--- src/rtl/tcp_rx_reader_pkg.sv ---
// Shared types for the TCP RX reader: metadata layouts, bus widths, FSM states.
package tcp_rx_reader_pkg;

    localparam int unsigned AXI_NET_BITS  = 512;
    localparam int unsigned AXI_KEEP_BITS = AXI_NET_BITS / 8;
    localparam int unsigned POPCNT_BITS   = 7;
    localparam int unsigned SID_BITS      = 16;
    localparam int unsigned LEN_BITS      = 16;
    localparam int unsigned BYTE_CNT_BITS = 17;
    localparam int unsigned DROP_CNT_BITS = 16;
    localparam int unsigned CHUNK_CNT_BITS = 32;
    localparam int unsigned NOTIFY_BITS   = 88;
    localparam int unsigned RD_PKG_BITS   = 40;
    localparam int unsigned RX_META_BITS  = 16;

    typedef struct packed {
        logic [6:0]          rsvd;
        logic                closed;
        logic [15:0]         dst_port;
        logic [31:0]         ip;
        logic [LEN_BITS-1:0] len;
        logic [SID_BITS-1:0] sid;
    } tcp_notify_t;

    typedef struct packed {
        logic [7:0]          rsvd;
        logic [LEN_BITS-1:0] len;
        logic [SID_BITS-1:0] sid;
    } tcp_rd_pkg_t;

    typedef struct packed {
        logic [SID_BITS-1:0] sid;
    } tcp_rx_meta_t;

    typedef enum logic [1:0] {
        S_IDLE,
        S_REQ,
        S_META,
        S_DATA
    } rx_state_t;

    // Size of the next read request: whatever remains, capped at the maximum.
    function automatic logic [LEN_BITS-1:0] chunk_len(input logic [LEN_BITS-1:0] rem,
                                                      input logic [LEN_BITS-1:0] max_rd);
        return (rem > max_rd) ? max_rd : rem;
    endfunction

endpackage

--- src/rtl/tcp_rx_reader_if.sv ---
// Valid/ready metadata channel and AXI4-Stream bundle used on the reader ports.
interface metaIntf #(
    parameter int unsigned DATA_BITS = 32
);
    logic                 valid;
    logic                 ready;
    logic [DATA_BITS-1:0] data;

    modport m (output valid, output data, input ready);
    modport s (input valid, input data, output ready);
endinterface

interface AXI4S #(
    parameter int unsigned DATA_BITS = 512,
    parameter int unsigned ID_BITS   = 16
);
    localparam int unsigned KEEP_BITS = DATA_BITS / 8;

    logic [DATA_BITS-1:0] tdata;
    logic [KEEP_BITS-1:0] tkeep;
    logic                 tlast;
    logic [ID_BITS-1:0]   tid;
    logic                 tvalid;
    logic                 tready;

    modport m (output tdata, output tkeep, output tlast, output tid, output tvalid, input tready);
    modport s (input tdata, input tkeep, input tlast, input tid, input tvalid, output tready);
endinterface

--- src/rtl/tcp_rx_reader_keep_popcount.sv ---
// Combinational count of set bits in a 64-bit tkeep (0..64).
module tcp_keep_popcount
    import tcp_rx_reader_pkg::*;
(
    input  logic [AXI_KEEP_BITS-1:0] keep_i,
    output logic [POPCNT_BITS-1:0]   cnt_o
);

    always_comb begin
        cnt_o = '0;
        for (int i = 0; i < AXI_KEEP_BITS; i++) begin
            cnt_o = cnt_o + POPCNT_BITS'(keep_i[i]);
        end
    end

endmodule

--- src/rtl/tcp_rx_reader.sv ---
// User-side TCP receive engine: turns session notifications into chunked reads
// and forwards each chunk's payload as one tagged AXI4S packet.
module tcp_rx_reader
    import tcp_rx_reader_pkg::*;
#(
    parameter int unsigned MAX_RD = 1024
) (
    input  logic                      aclk,
    input  logic                      areset,
    metaIntf.s                        s_tcp_notify,
    metaIntf.m                        m_tcp_rd_pkg,
    metaIntf.s                        s_tcp_rx_meta,
    AXI4S.s                           s_axis_tcp_rx,
    AXI4S.m                           m_axis_rx,
    output logic                      err_sid,
    output logic                      err_len,
    output logic [DROP_CNT_BITS-1:0]  cnt_drop,
    output logic [CHUNK_CNT_BITS-1:0] cnt_chunk
);

    localparam logic [LEN_BITS-1:0] MAX_RD_W = LEN_BITS'(MAX_RD);

    rx_state_t                 state_q, state_d;
    logic [SID_BITS-1:0]       sid_q, sid_d;
    logic [LEN_BITS-1:0]       rem_q, rem_d;
    logic [LEN_BITS-1:0]       chunk_q, chunk_d;
    logic [BYTE_CNT_BITS-1:0]  byte_cnt_q, byte_cnt_d;
    tcp_rd_pkg_t               rd_pkg_q, rd_pkg_d;
    logic                      rd_valid_q, rd_valid_d;
    logic                      notify_rdy_q, notify_rdy_d;
    logic                      meta_rdy_q, meta_rdy_d;
    logic                      err_sid_q, err_sid_d;
    logic                      err_len_q, err_len_d;
    logic [DROP_CNT_BITS-1:0]  cnt_drop_q, cnt_drop_d;
    logic [CHUNK_CNT_BITS-1:0] cnt_chunk_q, cnt_chunk_d;

    tcp_notify_t               notify_c;
    tcp_rx_meta_t              meta_c;
    logic [POPCNT_BITS-1:0]    pop_c;
    logic [BYTE_CNT_BITS-1:0]  beat_total_c;
    logic                      in_data_c;
    logic                      notify_hs_c;
    logic                      rd_hs_c;
    logic                      meta_hs_c;
    logic                      beat_hs_c;
    logic                      unused_ok;

    assign notify_c = tcp_notify_t'(s_tcp_notify.data);
    assign meta_c   = tcp_rx_meta_t'(s_tcp_rx_meta.data);

    tcp_keep_popcount u_popcount (
        .keep_i (s_axis_tcp_rx.tkeep),
        .cnt_o  (pop_c)
    );

    assign in_data_c    = (state_q == S_DATA);
    assign notify_hs_c  = s_tcp_notify.valid & notify_rdy_q;
    assign rd_hs_c      = rd_valid_q & m_tcp_rd_pkg.ready;
    assign meta_hs_c    = s_tcp_rx_meta.valid & meta_rdy_q;
    assign beat_hs_c    = in_data_c & s_axis_tcp_rx.tvalid & m_axis_rx.tready;
    assign beat_total_c = byte_cnt_q + BYTE_CNT_BITS'(pop_c);

    // Zero-latency payload path, gated so nothing moves outside DATA.
    assign m_axis_rx.tdata      = s_axis_tcp_rx.tdata;
    assign m_axis_rx.tkeep      = s_axis_tcp_rx.tkeep;
    assign m_axis_rx.tlast      = s_axis_tcp_rx.tlast;
    assign m_axis_rx.tid        = sid_q;
    assign m_axis_rx.tvalid     = in_data_c & s_axis_tcp_rx.tvalid;
    assign s_axis_tcp_rx.tready = in_data_c & m_axis_rx.tready;

    assign s_tcp_notify.ready  = notify_rdy_q;
    assign s_tcp_rx_meta.ready = meta_rdy_q;
    assign m_tcp_rd_pkg.valid  = rd_valid_q;
    assign m_tcp_rd_pkg.data   = rd_pkg_q;

    assign err_sid   = err_sid_q;
    assign err_len   = err_len_q;
    assign cnt_drop  = cnt_drop_q;
    assign cnt_chunk = cnt_chunk_q;

    assign unused_ok = ^{notify_c.ip, notify_c.dst_port, notify_c.rsvd, s_axis_tcp_rx.tid};

    always_ff @(posedge aclk or posedge areset) begin
        if (areset) begin
            state_q      <= S_IDLE;
            sid_q        <= '0;
            rem_q        <= '0;
            chunk_q      <= '0;
            byte_cnt_q   <= '0;
            rd_pkg_q     <= '0;
            rd_valid_q   <= 1'b0;
            notify_rdy_q <= 1'b1;
            meta_rdy_q   <= 1'b0;
            err_sid_q    <= 1'b0;
            err_len_q    <= 1'b0;
            cnt_drop_q   <= '0;
            cnt_chunk_q  <= '0;
        end else begin
            state_q      <= state_d;
            sid_q        <= sid_d;
            rem_q        <= rem_d;
            chunk_q      <= chunk_d;
            byte_cnt_q   <= byte_cnt_d;
            rd_pkg_q     <= rd_pkg_d;
            rd_valid_q   <= rd_valid_d;
            notify_rdy_q <= notify_rdy_d;
            meta_rdy_q   <= meta_rdy_d;
            err_sid_q    <= err_sid_d;
            err_len_q    <= err_len_d;
            cnt_drop_q   <= cnt_drop_d;
            cnt_chunk_q  <= cnt_chunk_d;
        end
    end

    always_comb begin
        state_d     = state_q;
        sid_d       = sid_q;
        rem_d       = rem_q;
        chunk_d     = chunk_q;
        byte_cnt_d  = byte_cnt_q;
        rd_pkg_d    = rd_pkg_q;
        err_sid_d   = err_sid_q;
        err_len_d   = err_len_q;
        cnt_drop_d  = cnt_drop_q;
        cnt_chunk_d = cnt_chunk_q;

        unique case (state_q)
            S_IDLE: begin
                if (notify_hs_c) begin
                    if (notify_c.closed || (notify_c.len == '0)) begin
                        cnt_drop_d = cnt_drop_q + DROP_CNT_BITS'(1);
                    end else begin
                        sid_d         = notify_c.sid;
                        rem_d         = notify_c.len;
                        rd_pkg_d.rsvd = '0;
                        rd_pkg_d.sid  = notify_c.sid;
                        rd_pkg_d.len  = chunk_len(notify_c.len, MAX_RD_W);
                        state_d       = S_REQ;
                    end
                end
            end
            S_REQ: begin
                if (rd_hs_c) begin
                    chunk_d = rd_pkg_q.len;
                    rem_d   = rem_q - rd_pkg_q.len;
                    state_d = S_META;
                end
            end
            S_META: begin
                if (meta_hs_c) begin
                    if (meta_c.sid != sid_q) begin
                        err_sid_d = 1'b1;
                    end
                    state_d = S_DATA;
                end
            end
            S_DATA: begin
                if (beat_hs_c) begin
                    if (s_axis_tcp_rx.tlast) begin
                        if (beat_total_c != BYTE_CNT_BITS'(chunk_q)) begin
                            err_len_d = 1'b1;
                        end
                        byte_cnt_d  = '0;
                        cnt_chunk_d = cnt_chunk_q + CHUNK_CNT_BITS'(1);
                        // A drained session returns to IDLE rather than issuing a zero-length read.
                        if (rem_q != '0) begin
                            rd_pkg_d.rsvd = '0;
                            rd_pkg_d.sid  = sid_q;
                            rd_pkg_d.len  = chunk_len(rem_q, MAX_RD_W);
                            state_d       = S_REQ;
                        end else begin
                            state_d = S_IDLE;
                        end
                    end else begin
                        byte_cnt_d = beat_total_c;
                    end
                end
            end
            default: state_d = S_IDLE;
        endcase

        notify_rdy_d = (state_d == S_IDLE);
        meta_rdy_d   = (state_d == S_META);
        rd_valid_d   = (state_d == S_REQ);
    end

endmodule

--- src/flat_wrapper.sv ---
// flat-port wrapper written by rule: the top's interface ports become plain ports
module tcp_rx_reader_flat import tcp_rx_reader_pkg::*;
#(
    parameter int unsigned MAX_RD = 1024
)
  (aclk, areset, err_sid, err_len, cnt_drop, cnt_chunk, s_tcp_notify_valid, s_tcp_notify_data, s_tcp_notify_ready, m_tcp_rd_pkg_valid, m_tcp_rd_pkg_data, m_tcp_rd_pkg_ready, s_tcp_rx_meta_valid, s_tcp_rx_meta_data, s_tcp_rx_meta_ready, s_axis_tcp_rx_tdata, s_axis_tcp_rx_tkeep, s_axis_tcp_rx_tlast, s_axis_tcp_rx_tid, s_axis_tcp_rx_tvalid, s_axis_tcp_rx_tready, m_axis_rx_tdata, m_axis_rx_tkeep, m_axis_rx_tlast, m_axis_rx_tid, m_axis_rx_tvalid, m_axis_rx_tready);
  metaIntf #(.DATA_BITS(NOTIFY_BITS)) s_tcp_notify_i ();
  metaIntf #(.DATA_BITS(RD_PKG_BITS)) m_tcp_rd_pkg_i ();
  metaIntf #(.DATA_BITS(RX_META_BITS)) s_tcp_rx_meta_i ();
  AXI4S #(.DATA_BITS(AXI_NET_BITS)) s_axis_tcp_rx_i ();
  AXI4S #(.DATA_BITS(AXI_NET_BITS)) m_axis_rx_i ();
  input  logic aclk;
  input  logic areset;
  output logic err_sid;
  output logic err_len;
  output logic [DROP_CNT_BITS-1:0] cnt_drop;
  output logic [CHUNK_CNT_BITS-1:0] cnt_chunk;
  input wire logic [$bits(s_tcp_notify_i.valid)-1:0] s_tcp_notify_valid;
  input wire logic [$bits(s_tcp_notify_i.data)-1:0] s_tcp_notify_data;
  output wire logic [$bits(s_tcp_notify_i.ready)-1:0] s_tcp_notify_ready;
  output wire logic [$bits(m_tcp_rd_pkg_i.valid)-1:0] m_tcp_rd_pkg_valid;
  output wire logic [$bits(m_tcp_rd_pkg_i.data)-1:0] m_tcp_rd_pkg_data;
  input wire logic [$bits(m_tcp_rd_pkg_i.ready)-1:0] m_tcp_rd_pkg_ready;
  input wire logic [$bits(s_tcp_rx_meta_i.valid)-1:0] s_tcp_rx_meta_valid;
  input wire logic [$bits(s_tcp_rx_meta_i.data)-1:0] s_tcp_rx_meta_data;
  output wire logic [$bits(s_tcp_rx_meta_i.ready)-1:0] s_tcp_rx_meta_ready;
  input wire logic [$bits(s_axis_tcp_rx_i.tdata)-1:0] s_axis_tcp_rx_tdata;
  input wire logic [$bits(s_axis_tcp_rx_i.tkeep)-1:0] s_axis_tcp_rx_tkeep;
  input wire logic [$bits(s_axis_tcp_rx_i.tlast)-1:0] s_axis_tcp_rx_tlast;
  input wire logic [$bits(s_axis_tcp_rx_i.tid)-1:0] s_axis_tcp_rx_tid;
  input wire logic [$bits(s_axis_tcp_rx_i.tvalid)-1:0] s_axis_tcp_rx_tvalid;
  output wire logic [$bits(s_axis_tcp_rx_i.tready)-1:0] s_axis_tcp_rx_tready;
  output wire logic [$bits(m_axis_rx_i.tdata)-1:0] m_axis_rx_tdata;
  output wire logic [$bits(m_axis_rx_i.tkeep)-1:0] m_axis_rx_tkeep;
  output wire logic [$bits(m_axis_rx_i.tlast)-1:0] m_axis_rx_tlast;
  output wire logic [$bits(m_axis_rx_i.tid)-1:0] m_axis_rx_tid;
  output wire logic [$bits(m_axis_rx_i.tvalid)-1:0] m_axis_rx_tvalid;
  input wire logic [$bits(m_axis_rx_i.tready)-1:0] m_axis_rx_tready;
  assign s_tcp_notify_i.valid = s_tcp_notify_valid;
  assign s_tcp_notify_i.data = s_tcp_notify_data;
  assign s_tcp_notify_ready = s_tcp_notify_i.ready;
  assign m_tcp_rd_pkg_valid = m_tcp_rd_pkg_i.valid;
  assign m_tcp_rd_pkg_data = m_tcp_rd_pkg_i.data;
  assign m_tcp_rd_pkg_i.ready = m_tcp_rd_pkg_ready;
  assign s_tcp_rx_meta_i.valid = s_tcp_rx_meta_valid;
  assign s_tcp_rx_meta_i.data = s_tcp_rx_meta_data;
  assign s_tcp_rx_meta_ready = s_tcp_rx_meta_i.ready;
  assign s_axis_tcp_rx_i.tdata = s_axis_tcp_rx_tdata;
  assign s_axis_tcp_rx_i.tkeep = s_axis_tcp_rx_tkeep;
  assign s_axis_tcp_rx_i.tlast = s_axis_tcp_rx_tlast;
  assign s_axis_tcp_rx_i.tid = s_axis_tcp_rx_tid;
  assign s_axis_tcp_rx_i.tvalid = s_axis_tcp_rx_tvalid;
  assign s_axis_tcp_rx_tready = s_axis_tcp_rx_i.tready;
  assign m_axis_rx_tdata = m_axis_rx_i.tdata;
  assign m_axis_rx_tkeep = m_axis_rx_i.tkeep;
  assign m_axis_rx_tlast = m_axis_rx_i.tlast;
  assign m_axis_rx_tid = m_axis_rx_i.tid;
  assign m_axis_rx_tvalid = m_axis_rx_i.tvalid;
  assign m_axis_rx_i.tready = m_axis_rx_tready;
  tcp_rx_reader #(.MAX_RD(MAX_RD)) u_core (.aclk(aclk), .areset(areset), .s_tcp_notify(s_tcp_notify_i), .m_tcp_rd_pkg(m_tcp_rd_pkg_i), .s_tcp_rx_meta(s_tcp_rx_meta_i), .s_axis_tcp_rx(s_axis_tcp_rx_i), .m_axis_rx(m_axis_rx_i), .err_sid(err_sid), .err_len(err_len), .cnt_drop(cnt_drop), .cnt_chunk(cnt_chunk));
endmodule
--- config.mk ---
export PLATFORM = sky130hd
export DESIGN_NAME = tcp_rx_reader_flat
export DESIGN_NICKNAME = d
export VERILOG_FILES = /design/src/rtl/tcp_rx_reader_pkg.sv /design/src/rtl/tcp_rx_reader_if.sv /design/src/rtl/tcp_rx_reader_keep_popcount.sv /design/src/rtl/tcp_rx_reader.sv /design/src/flat_wrapper.sv
export SDC_FILE = /design/constraint.sdc
export NUM_CORES = 1
export LEC_CHECK = 0
export CAP_MARGIN = 10
export CELL_PAD_IN_SITES_DETAIL_PLACEMENT = 1
export CELL_PAD_IN_SITES_GLOBAL_PLACEMENT = 1
export CORE_AREA = 2 2 548 550
export DETAILED_ROUTE_END_ITERATION = 6
export DIE_AREA = 0 0 550 552
export PLACE_DENSITY = 0.31
export SYNTH_ARGS = -nofsm -noshare
export SYNTH_HDL_FRONTEND = slang
export SYNTH_SLANG_ARGS = --single-unit
export TNS_END_PERCENT = 30
--- constraint.sdc ---
create_clock -name aclk -period 8.4 [get_ports aclk]
set_input_delay 1.68 -clock aclk [delete_from_list [all_inputs] [get_ports aclk]]
set_output_delay 1.68 -clock aclk [all_outputs]
set_load 0.05 [all_outputs]
==> impl_metrics.json <==
{
  "p_leak_nw": 6.73,
  "fin_skew_ns": 0.0146,
  "clock_tree.buffer_depth": 2,
  "hp-class": "reg2reg",
  "place.gp.congestion": 0.729,
  "crit_fanout": 2,
  "vdd_drop_max_uv": 937,
  "cp-start-kind": "input pin",
  "cp.arrival_ns": 8.76,
  "ys_seq_elements": 152,
  "synth_enable_flop_cells": 0,
  "setup_viol": 0,
  "finalPower_mw": 11.3,
  "status": "complete, no violations",
  "switching_share_pct": 50.2,
  "final_common_cell": "clkdlybuf4s50_1",
  "io_pins": 1392,
  "netSwitchingPower_mw": 5.66,
  "relSlewSlack_pct": 28.6,
  "via_per_inst": 1.90,
  "drv_slew": 0,
  "synthSimpleGateAreaFrac_pct": 10.8,
  "ys.warnings.count": 0,
  "yosysSeqAreaShare_pct": 26.5,
  "drt-initial-drc-count": 514,
  "dp.cells": 5336,
  "drc": 0,
  "slowest_delay_ns": 0.61,
  "drive_gt1_share_pct": 13.2,
  "cts_tree": "built",
  "required_ns": 8.79,
  "netlist_area_sq_um": 14300,
  "antenna_found_initial": 25,
  "die_h_um": 552,
  "combPwrFrac_pct": 82.4,
  "cts_root_buffer": "clkbuf_16",
  "die_area_sq_um": 304000,
  "drt-total-wl_um": 130000,
  "finalCritPeriodShare_pct": 99.6,
  "ys_types": 68,
  "path_clk_slew_ns": 0.08,
  "avgRoutedWirePerCell_um": 24.2,
  "crit_path_frequent_cell": "fa_1",
  "crit_chain": "clkdlybuf4s50_1 > inv_1 > fa_1 > inv_1 > fa_1 > inv_1 > fa_1 > fa_1 > fa_1 > fa_1 > fa_2 > fa_1 > fa_2 > fa_2 > xnor2_1 > nor3_1 > nand2_1 > nor4_2 > nand4_1 > nor4_2 > and4b_1 > a31oi_1",
  "ys_async_sr_fraction_pct": 100,
  "stdcell_count": 5370,
  "synth.area.mux_share_pct": 2.80,
  "synth_compound_area_share_pct": 7.58,
  "post-dp-hpwl_um": 117000,
  "synth_flop_cell": "dfrtp_1",
  "syn_inst": 1607,
  "nNetsFinal": 2203,
  "grt_max_degree": 104,
  "gr-total-overflow": 0,
  "p_int_mw": 5.61,
  "hold_path_depth": 1,
  "die_w_um": 550,
  "ant_nets": 0,
  "grt_pass1_vias": 11100,
  "cts.sinks": 152,
  "grt_usage_pct": 8.31,
  "syn_area_per_cell_sq_um": 8.92,
  "hold_violations": 0,
  "power_frac_seq_pct": 10.3,
  "path_class": "in2reg",
  "grt_pass1_wl_um": 157000,
  "dr_total_vias": 10200,
  "clk_latency_ns": 0.50,
  "firstDrtPassIters": 4,
  "reg2reg_depth": 19,
  "worst_pin_slew_ns": 1.07,
  "power_density_nw_per_um2": 590,
  "hold_buffers": 0,
  "clock_power_share_pct": 7.3,
  "max-cap-violations": 0,
  "fin_crit_ns": 8.37,
  "synth_top_family_by_area": "buffers and inverters",
  "initial_core_util_pct": 4.81,
  "cts_inserted_buffers": 17,
  "htree_levels": 4,
  "rsz0062_at_grt": "yes",
  "area_growth_pct": 33.3,
  "synth_xor_xnor_area_share_pct": 5.62,
  "io_buffers": 288,
  "core_area_sq_um": 298000,
  "synth_fa_ha_area_share_pct": 11.9,
  "slowest_stage": "fa_2",
  "critPathCaptureType": "flop",
  "fmax_ghz": 0.119,
  "num_rows": 201,
  "final_cell_mix": "clkdlybuf4s50_1, dfrtp_1, nand2_1"
}
==> Yosys cell counts (all sizes together), types with 3 or more instances <==
cell type,count,area [sq um]
ha,45,563
or3,6,37.5
xnor2,73,639
and4,4,35.0
inv,117,439
nand2,120,450
o21a,5,37.5
nand2b,5,31.3
a21oi,42,210
fa,57,1140
nand3,23,140
a22o,3,26.3
nor2b,10,62.6
or2,6,37.5
mux2i,21,210
a211oi,7,52.6
a21o,6,45.0
dfrtp,151,3780
and2,10,62.6
clkbuf,27,101
nor2,56,215
o21ai,64,324
or4,5,41.3
o31ai,3,22.5
a221oi,9,78.8
buf,592,4430
and3,16,100
a31oi,10,62.6
xor2,19,166
nand4,19,119
nor4,9,56.3
mux2,17,191
nor3,14,86.3
==> repair_timing <==
action | 4_1_cts | 5_1_grt
buffers inserted | 0 | 0
gates resized for setup | 14 | 17
endpoints found under the setup margin | 6 | 9
pin swaps | 0 | 4
==> layout make-up <==
type                    instances  area [sq um]
clock buffers                  19           443
flip-flops and latches        152          3800
inverters                     117           444
multi-input cells             726          5690
well taps                    3958          4950
diodes                          2          5.00
clock inverters                13           131
fillers                     35500        279000
repair buffers                383          3640
==> power by group through the flow <==
stage | clock network, mW | registers, mW | logic [mW]
after floorplan | 0 | 1.50 | 5.11
after global placement | 0 | 1.17 | 9.63
after detailed placement | 0 | 1.18 | 9.54
after CTS | 0.883 | 1.17 | 9.71
after global routing | 0.898 | 1.20 | 10.6
final | 0.822 | 1.16 | 9.29
==> worst max-delay path: cells and delay by family <==
| kind | cells | cell delay, ns |
|---|---|---|
| xor gates and xnor gates | 1 | 0.09 |
| buffers and inverters | 4 | 0.71 |
| adders and majority gates | 10 | 5.04 |
| AOI/OAI and AO/OA | 1 | 0.08 |
| and+or+nand+nor | 6 | 1.13 |
==> cell families after synthesis <==
kind of cell / after synthesis
buffers and inverters: 736
adder cells (fa/ha/maj): 102
other: 1
XOR/XNOR: 92
AND/OR/NAND/NOR: 312
flip-flops: 152
multiplexers: 38
AO/OA/AOI/OAI: 174
==> state kept, by name (all words and copies together), names as in the netlist, 2 cells and up <==
name and cells:
u_core.state_q 2, u_core.chunk_q 16, u_core.cnt_chunk 32, u_core.byte_cnt_q 17, u_core.m_tcp_rd_pkg.data 32, u_core.rem_q 16
u_core.m_axis_rx.tid 16, u_core.cnt_drop 16
==> final timing paths <==
| check | start | to | slack (ns) |
|---|---|---|---|
| worst max-delay path | s_axis_tcp_rx_tkeep[39] | u_core.err_len | 0.03 |
| worst min-delay path | u_core.cnt_chunk[31] | u_core.cnt_chunk[31] | 0.47 |
| worst max register to register | u_core.byte_cnt_q[0] | u_core.err_len | 1.71 |
| worst min register to register | u_core.cnt_chunk[31] | u_core.cnt_chunk[31] | 0.47 |
| max in group asynchronous | areset | u_core.cnt_drop[6] | 5.66 |
| min in group asynchronous | areset | u_core.cnt_chunk[31] | 1.61 |
==> layer usage <==
metal	GRT usage, %	vias to the layer above	part of all wire [%]
li1	-	4192	-
met1	6.76	4725	28
met2	11.8	1013	41
met3	10.3	244	27
met4	2.63	48	3.2
met5	2.88	-	0.92
==> per-stage QoR <==
step	setup TNS (ns)	cell area [sq um]	hold slack, ns	util (%)	setup slack (ns)
final	0	19100	0.468	6.41	0.0298
after global routing	-0.371	19100	0.503	6.41	-0.327
after CTS	-0.0469	19100	0.473	6.39	-0.0469
after detailed placement	-7.40	18500	0.460	6.19	-1.04
after global placement	-7.17	18500	0.461	6.19	-1.09
after floorplan	0	14400	0.450	-	0.587
(Power assumes the default switching activity.)
